`src/rtl/snac_db15_reader.sv`:
```
// rtl/snac_db15_reader.sv - DB15 SNAC serial joystick reader (74HC165 chain, 24 bits/frame).
// Optional two-frame debounce of the button words: define SNAC_DEBOUNCE_EN.
module snac_db15_reader #(
   parameter int CLK_DIV   = 48,
   parameter int GAP_TICKS = 1000
) (
   input  logic        clk_sys,
   input  logic        reset_n,
   input  logic        enable,
   input  logic        JOY_DATA,
   output logic        JOY_CLK,
   output logic        JOY_LOAD,
   output logic [11:0] joystick1,
   output logic [11:0] joystick2,
   output logic        present,
   output logic        frame_done
);

   localparam int TW = $clog2(CLK_DIV);
   localparam int GW = $clog2(GAP_TICKS + 1);

   typedef enum logic [2:0] {
      S_IDLE,
      S_LOAD,
      S_SETTLE,
      S_SHIFT_LO,
      S_SHIFT_HI,
      S_DONE
   } state_t;

   state_t      state_q, state_d;
   logic [TW-1:0] tick_q, tick_d;
   logic [GW-1:0] gap_q, gap_d;
   logic [4:0]  bit_q, bit_d;
   logic [23:0] raw_q, raw_d;
   logic        sync1_q, sync2_q;
   logic        joy_clk_q, joy_clk_d;
   logic        joy_load_q, joy_load_d;
   logic [11:0] joy1_q, joy1_d;
   logic [11:0] joy2_q, joy2_d;
   logic        present_q, present_d;
   logic        frame_done_q, frame_done_d;
   logic        tick;
`ifdef SNAC_DEBOUNCE_EN
   logic [23:0] prev_q, prev_d;
`endif

   assign tick = (tick_q == TW'(CLK_DIV - 1));

   always_comb begin
      state_d      = state_q;
      tick_d       = tick_q;
      gap_d        = gap_q;
      bit_d        = bit_q;
      raw_d        = raw_q;
      joy1_d       = joy1_q;
      joy2_d       = joy2_q;
      present_d    = present_q;
      frame_done_d = 1'b0;
`ifdef SNAC_DEBOUNCE_EN
      prev_d       = prev_q;
`endif

      // Holding the divider during the one-cycle DONE state keeps every IDLE tick a full CLK_DIV long.
      if (state_q != S_DONE) begin
         tick_d = tick ? '0 : tick_q + TW'(1);
      end

      case (state_q)
         S_IDLE: begin
            if (tick) begin
               if (gap_q == GW'(GAP_TICKS - 1)) begin
                  gap_d   = '0;
                  state_d = S_LOAD;
               end else begin
                  gap_d = gap_q + GW'(1);
               end
            end
         end
         S_LOAD:   if (tick) state_d = S_SETTLE;
         S_SETTLE: if (tick) state_d = S_SHIFT_LO;
         S_SHIFT_LO: begin
            if (tick) begin
               raw_d[bit_q] = ~sync2_q;
               state_d      = S_SHIFT_HI;
            end
         end
         S_SHIFT_HI: begin
            if (tick) begin
               if (bit_q == 5'd23) begin
                  bit_d   = '0;
                  state_d = S_DONE;
               end else begin
                  bit_d   = bit_q + 5'd1;
                  state_d = S_SHIFT_LO;
               end
            end
         end
         S_DONE: begin
            state_d      = S_IDLE;
            frame_done_d = 1'b1;
            if (raw_q == 24'hFFFFFF) begin
               present_d = 1'b0;
               joy1_d    = '0;
               joy2_d    = '0;
            end else begin
               present_d = 1'b1;
`ifdef SNAC_DEBOUNCE_EN
               if (raw_q == prev_q) begin
                  joy1_d = raw_q[11:0];
                  joy2_d = raw_q[23:12];
               end
`else
               joy1_d = raw_q[11:0];
               joy2_d = raw_q[23:12];
`endif
            end
`ifdef SNAC_DEBOUNCE_EN
            prev_d = raw_q;
`endif
         end
         default: state_d = S_IDLE;
      endcase

      if (!enable) begin
         state_d      = S_IDLE;
         tick_d       = '0;
         gap_d        = '0;
         bit_d        = '0;
         raw_d        = '0;
         joy1_d       = '0;
         joy2_d       = '0;
         present_d    = 1'b0;
         frame_done_d = 1'b0;
`ifdef SNAC_DEBOUNCE_EN
         prev_d       = '0;
`endif
      end

      // Pin levels follow the next state so the flops line up exactly with state_q.
      joy_clk_d  = (state_d != S_SHIFT_LO);
      joy_load_d = (state_d != S_LOAD);
   end

   always_ff @(posedge clk_sys or negedge reset_n) begin
      if (!reset_n) begin
         state_q      <= S_IDLE;
         tick_q       <= '0;
         gap_q        <= '0;
         bit_q        <= '0;
         raw_q        <= '0;
         sync1_q      <= 1'b1;
         sync2_q      <= 1'b1;
         joy_clk_q    <= 1'b1;
         joy_load_q   <= 1'b1;
         joy1_q       <= '0;
         joy2_q       <= '0;
         present_q    <= 1'b0;
         frame_done_q <= 1'b0;
`ifdef SNAC_DEBOUNCE_EN
         prev_q       <= '0;
`endif
      end else begin
         state_q      <= state_d;
         tick_q       <= tick_d;
         gap_q        <= gap_d;
         bit_q        <= bit_d;
         raw_q        <= raw_d;
         sync1_q      <= JOY_DATA;
         sync2_q      <= sync1_q;
         joy_clk_q    <= joy_clk_d;
         joy_load_q   <= joy_load_d;
         joy1_q       <= joy1_d;
         joy2_q       <= joy2_d;
         present_q    <= present_d;
         frame_done_q <= frame_done_d;
`ifdef SNAC_DEBOUNCE_EN
         prev_q       <= prev_d;
`endif
      end
   end

   assign JOY_CLK    = joy_clk_q;
   assign JOY_LOAD   = joy_load_q;
   assign joystick1  = joy1_q;
   assign joystick2  = joy2_q;
   assign present    = present_q;
   assign frame_done = frame_done_q;

endmodule

```
`config.mk`:
```
export PLATFORM = sky130hd
export DESIGN_NAME = snac_db15_reader
export DESIGN_NICKNAME = d
export VERILOG_FILES = /design/src/rtl/snac_db15_reader.sv
export SDC_FILE = /design/constraint.sdc
export NUM_CORES = 1
export LEC_CHECK = 0
export ABC_CLOCK_PERIOD_IN_PS = 4800
export BUFFER_PORTS_ARGS = -buffer_cell sky130_fd_sc_hd__buf_2
export CORE_ASPECT_RATIO = 0.9
export CORE_MARGIN = 2
export CORE_UTILIZATION = 64
export CTS_BUF_LIST = sky130_fd_sc_hd__clkbuf_16
export CTS_CLUSTER_DIAMETER = 60
export DETAILED_ROUTE_END_ITERATION = 16
export PLACE_DENSITY = 0.9
export SLEW_MARGIN = 10
export SYNTH_ARGS = -nofsm -noshare
export SYNTH_HDL_FRONTEND = slang
export SYNTH_SLANG_ARGS = --single-unit
```
`constraint.sdc`:
```
create_clock -name clk_sys -period 4.8 [get_ports clk_sys]
set_clock_uncertainty 0.2 [all_clocks]
set_input_delay 0.72 -clock clk_sys [delete_from_list [all_inputs] [get_ports clk_sys]]
set_output_delay 0.72 -clock clk_sys [all_outputs]
set_load 0.005 [all_outputs]
```
==> summary.txt <==
Status
  • Run status: finished, final reports clean

Placed design
  • Number of cells in the design after placement: 430
  • Detailed placement HPWL: 4950 um
  • Final weighted congestion in routability-driven placement: 0.805
  • Setup WS pre-CTS: 1.97 ns
  • Port Buffer Count: 31

Yosys
  • Simple-gate share of the synthesized area: 0.220
  • Count of state elements after synthesis: 78
  • Number of different library cells in the post-synthesis netlist: 48
  • Library cell occupying the most area in the post-synthesis netlist: sky130_fd_sc_hd__dfrtp_1
  • Predominant post-synthesis flop cell: sky130_fd_sc_hd__dfrtp_1
  • Post-synthesis adder-cell area fraction: 0.0199
  • Post-Synth XOR/XNOR Area: 0.00464
  • Part of the Yosys area used for sequential elements: 0.518
  • Cell area after synthesis: 3780 um2
  • Top area cells in the synthesized netlist: sky130_fd_sc_hd__dfrtp_1, sky130_fd_sc_hd__mux2i_1, sky130_fd_sc_hd__a22o_1
  • Post-Syn Nets: 364
  • Post-synth EDFFs: 0
  • Share of synthesized registers carrying an async set or reset: 1.00
  • Share of synthesized area spent on multiplexers: 0.0772
  • Post-synthesis average cell area: 10.7 um2
  • Total number of yosys warnings: 0
  • Top-area cell type share of the netlist area: 0.490
  • Main combinational cell family by area after synthesis: simple AND/OR/NAND/NOR gates
  • Fraction of the mapped netlist area in compound gates: 0.124
  • Post-Synthesis Cells: 354

Cells and area
  • Commonest cells after routing, fill and taps aside: sky130_fd_sc_hd__dfrtp_1, sky130_fd_sc_hd__nand2_1, sky130_fd_sc_hd__nand3_1, sky130_fd_sc_hd__buf_2, sky130_fd_sc_hd__mux2i_1
  • Number of nets in the finished design: 381
  • Area growth, synth to finish: 12.1%
  • Count of inserted antenna diode cells: 0
  • Fin cells: 446
  • Most common library cell in the layout ignoring fill and taps: sky130_fd_sc_hd__dfrtp_1
  • Share of final-layout standard cells stronger than drive strength 1: 0.146

Global routing
  • Largest net degree at the start of global routing: 79
  • Total grt overflow: 0
  • Initial antenna violation count: 0
  • Vias in the first global route: 2820
  • Total routing resource utilization after global routing: 0.265
  • Global-route wire length before repair: 13700 um

Drt
  • Uppermost layer routed: met4
  • DRC violation count after routing: 0
  • Wire length on met1: 3710 um
  • Starting DRC count in detailed routing: 180
  • Final routed wire length divided by cell count: 18.2 um
  • WL met2: 3800 um
  • Total Wirelength: 8130 um
  • DRT Pass-1 Iters: 5
  • Remaining number of nets flagged by the antenna check after routing: 0
  • Total vias in the final route: 2936
  • Routed length on met3: 425 um
  • Via-to-Cell Ratio: 6.58

Power
  • Pwr Density: 335 nW/um2
  • Maximum vdd drop: 0.219 mV
  • Static leakage: 2.05 nW

Worst hold path
  • Hold Crit Depth: 0
  • Min-Delay Path Class: reg -> reg
  • Endpoint of the worst hold path: sync2_q
  • Launch point of the worst hold path: sync1_q

Critical path
  • Category of the worst setup path capture point: register
  • CP startpoint kind: input pin
  • Required time worst endpoint: 4.85 ns
  • Classification of the worst setup path: in -> reg
  • Worst Reg2Reg Path Length in Cells: 4
  • Endpoint of the most critical register-to-register path: joystick2[6]
  • Critical Path Fanout Max: 30
  • Setup slack on the worst flop-to-flop path: 2.26 ns
  • Worst r2r src: state_q[0]
  • Arrival time at the worst endpoint: 2.59 ns

STA
  • Tmin final: 2.54 ns
  • Worst rel slew slack: 0.356
  • Final max-slew violation count: 0
  • Smallest hold slack: 0.157 ns
  • Final worst path period share: 0.530
  • Total Neg Setup Slack: 0 ns
  • Final Worst Setup Slack: 2.26 ns
  • Setup repair after global routing missed its margin: no
  • Final setup violating endpoints: 0
  • Worst-margin pin slew: 0.966 ns
  • Upper clock frequency limit: 393 MHz
  • Final Hold Viols: 0

Floorplan
  • Top-level port count: 32
  • DIE WIDTH: 85.0 um
  • Initial core utilization: 0.664
  • Chip Height: 76.9 um
  • Number of core rows: 26
  • Core outline area: 5690 um2
  • Overall die area: 6540 um2

Flow run
  • Max Cap Violations: 0

Clock network
  • Sinks on Clock Net: 78
  • Gates resized, CTS repair: 0
  • Post CTS Setup Buffer Count: 0
  • H-tree depth: 3
  • Inserted Clock Buffers: 9
  • Post-cts hold buffer count: 0
  • Library cell used as clock root buffer: sky130_fd_sc_hd__clkbuf_16
  • Number of buffers on the longest clock path: 2
  • Clk Latency, worst-skew pair: 0.33 ns
  • Clock tree from TritonCTS: done
  • Clk slew on worst S/H paths: 0.06 ns
synthesized netlist by cell type, drive strengths merged, types with 2 or more instances:
| cell type | n |
|---|---|
| nor3b | 4 |
| and2 | 10 |
| a21oi | 6 |
| nand4 | 11 |
| inv | 6 |
| dfstp | 4 |
| nand3 | 33 |
| clkbuf | 21 |
| nand2 | 36 |
| and3 | 3 |
| mux2i | 28 |
| nor2b | 2 |
| buf | 5 |
| a21boi | 4 |
| nand3b | 7 |
| o21a | 3 |
| and4bb | 2 |
| nor2 | 6 |
| xnor2 | 2 |
| dfrtp | 74 |
| ha | 6 |
| o211ai | 2 |
| and4 | 2 |
| o21ai | 10 |
| nor4bb | 4 |
| nor4 | 4 |
| or3 | 5 |
| and3b | 3 |
| o31a | 2 |
| nor3 | 5 |
| a22o | 25 |
| nand2b | 3 |
| a211oi | 3 |
| nand4b | 3 |
metal layers:
metal,global-route usage,vias up
li1,-,1338
met1,0.380,1471
met2,0.405,104
met3,0.0474,23
met4,0.103,0
met5,0,-
sequential cells by signal (all words and copies together) (netlist names), 3 cells and up:
| signal | count |
|---|---|
| tick_q | 6 |
| joystick1 | 12 |
| bit_q | 5 |
| state_q | 3 |
| joystick2 | 12 |
| gap_q | 10 |
| raw_q | 24 |
kinds of logic (layout without fill, tap and decap cells):
family | after synthesis | count (layout)
flip-flops | 78 | 78
AO/OA/AOI/OAI | 62 | 62
XOR/XNOR | 2 | 2
multiplexers | 29 | 29
buffers and inverters | 32 | 54
adder cells (fa/ha/maj) | 6 | 6
AND/OR/NAND/NOR | 145 | 145
metrics by stage:
step | total power, mW | util | instance area, um2
after floorplan | 0.697 | - | 3780
after global routing | 1.46 | 0.744 | 4240
after global placement | 0.714 | 0.688 | 3920
after detailed placement | 0.715 | 0.688 | 3920
after CTS | 1.42 | 0.743 | 4230
final | 1.42 | 0.744 | 4240
cell type report:
cell class | instances | area (um2)
clock buffers | 9 | 225
clock inverters | 7 | 88.8
fillers | 360 | 1460
inverters | 6 | 22.5
multi-input cells | 244 | 1690
flip-flops and latches | 78 | 1960
well taps | 70 | 87.6
repair buffers | 32 | 165
worst max-delay path: stages:
cell and delay (ns):
sky130_fd_sc_hd__buf_2 0.33, sky130_fd_sc_hd__buf_4 0.37, sky130_fd_sc_hd__a21boi_1 0.73, sky130_fd_sc_hd__o21ai_0 0.22
sky130_fd_sc_hd__o211ai_1 0.20
where the power goes:
part           internal (mW)  switching [mW]  total, mW
combinational        0.00783          0.0307     0.0385
clock                  0.451           0.266      0.718
sequential             0.661         0.00346      0.665
total                   1.12           0.300       1.42
worst max path at each step:
stage | start | endpoint | slack, ns | cells after the start
2_1_floorplan | raw_q[20] | joystick1[0] | 2.80 | 5
3_3_place_gp | enable | gap_q[7] | 2.07 | 5
3_5_place_dp | enable | gap_q[7] | 1.97 | 5
4_1_cts | tick_q[0] | raw_q[9] | 1.92 | 5
5_1_grt | enable | gap_q[7] | 2.04 | 5
6_report | enable | gap_q[7] | 2.26 | 5
No activity file was read; power rests on OpenSTA's default activity.
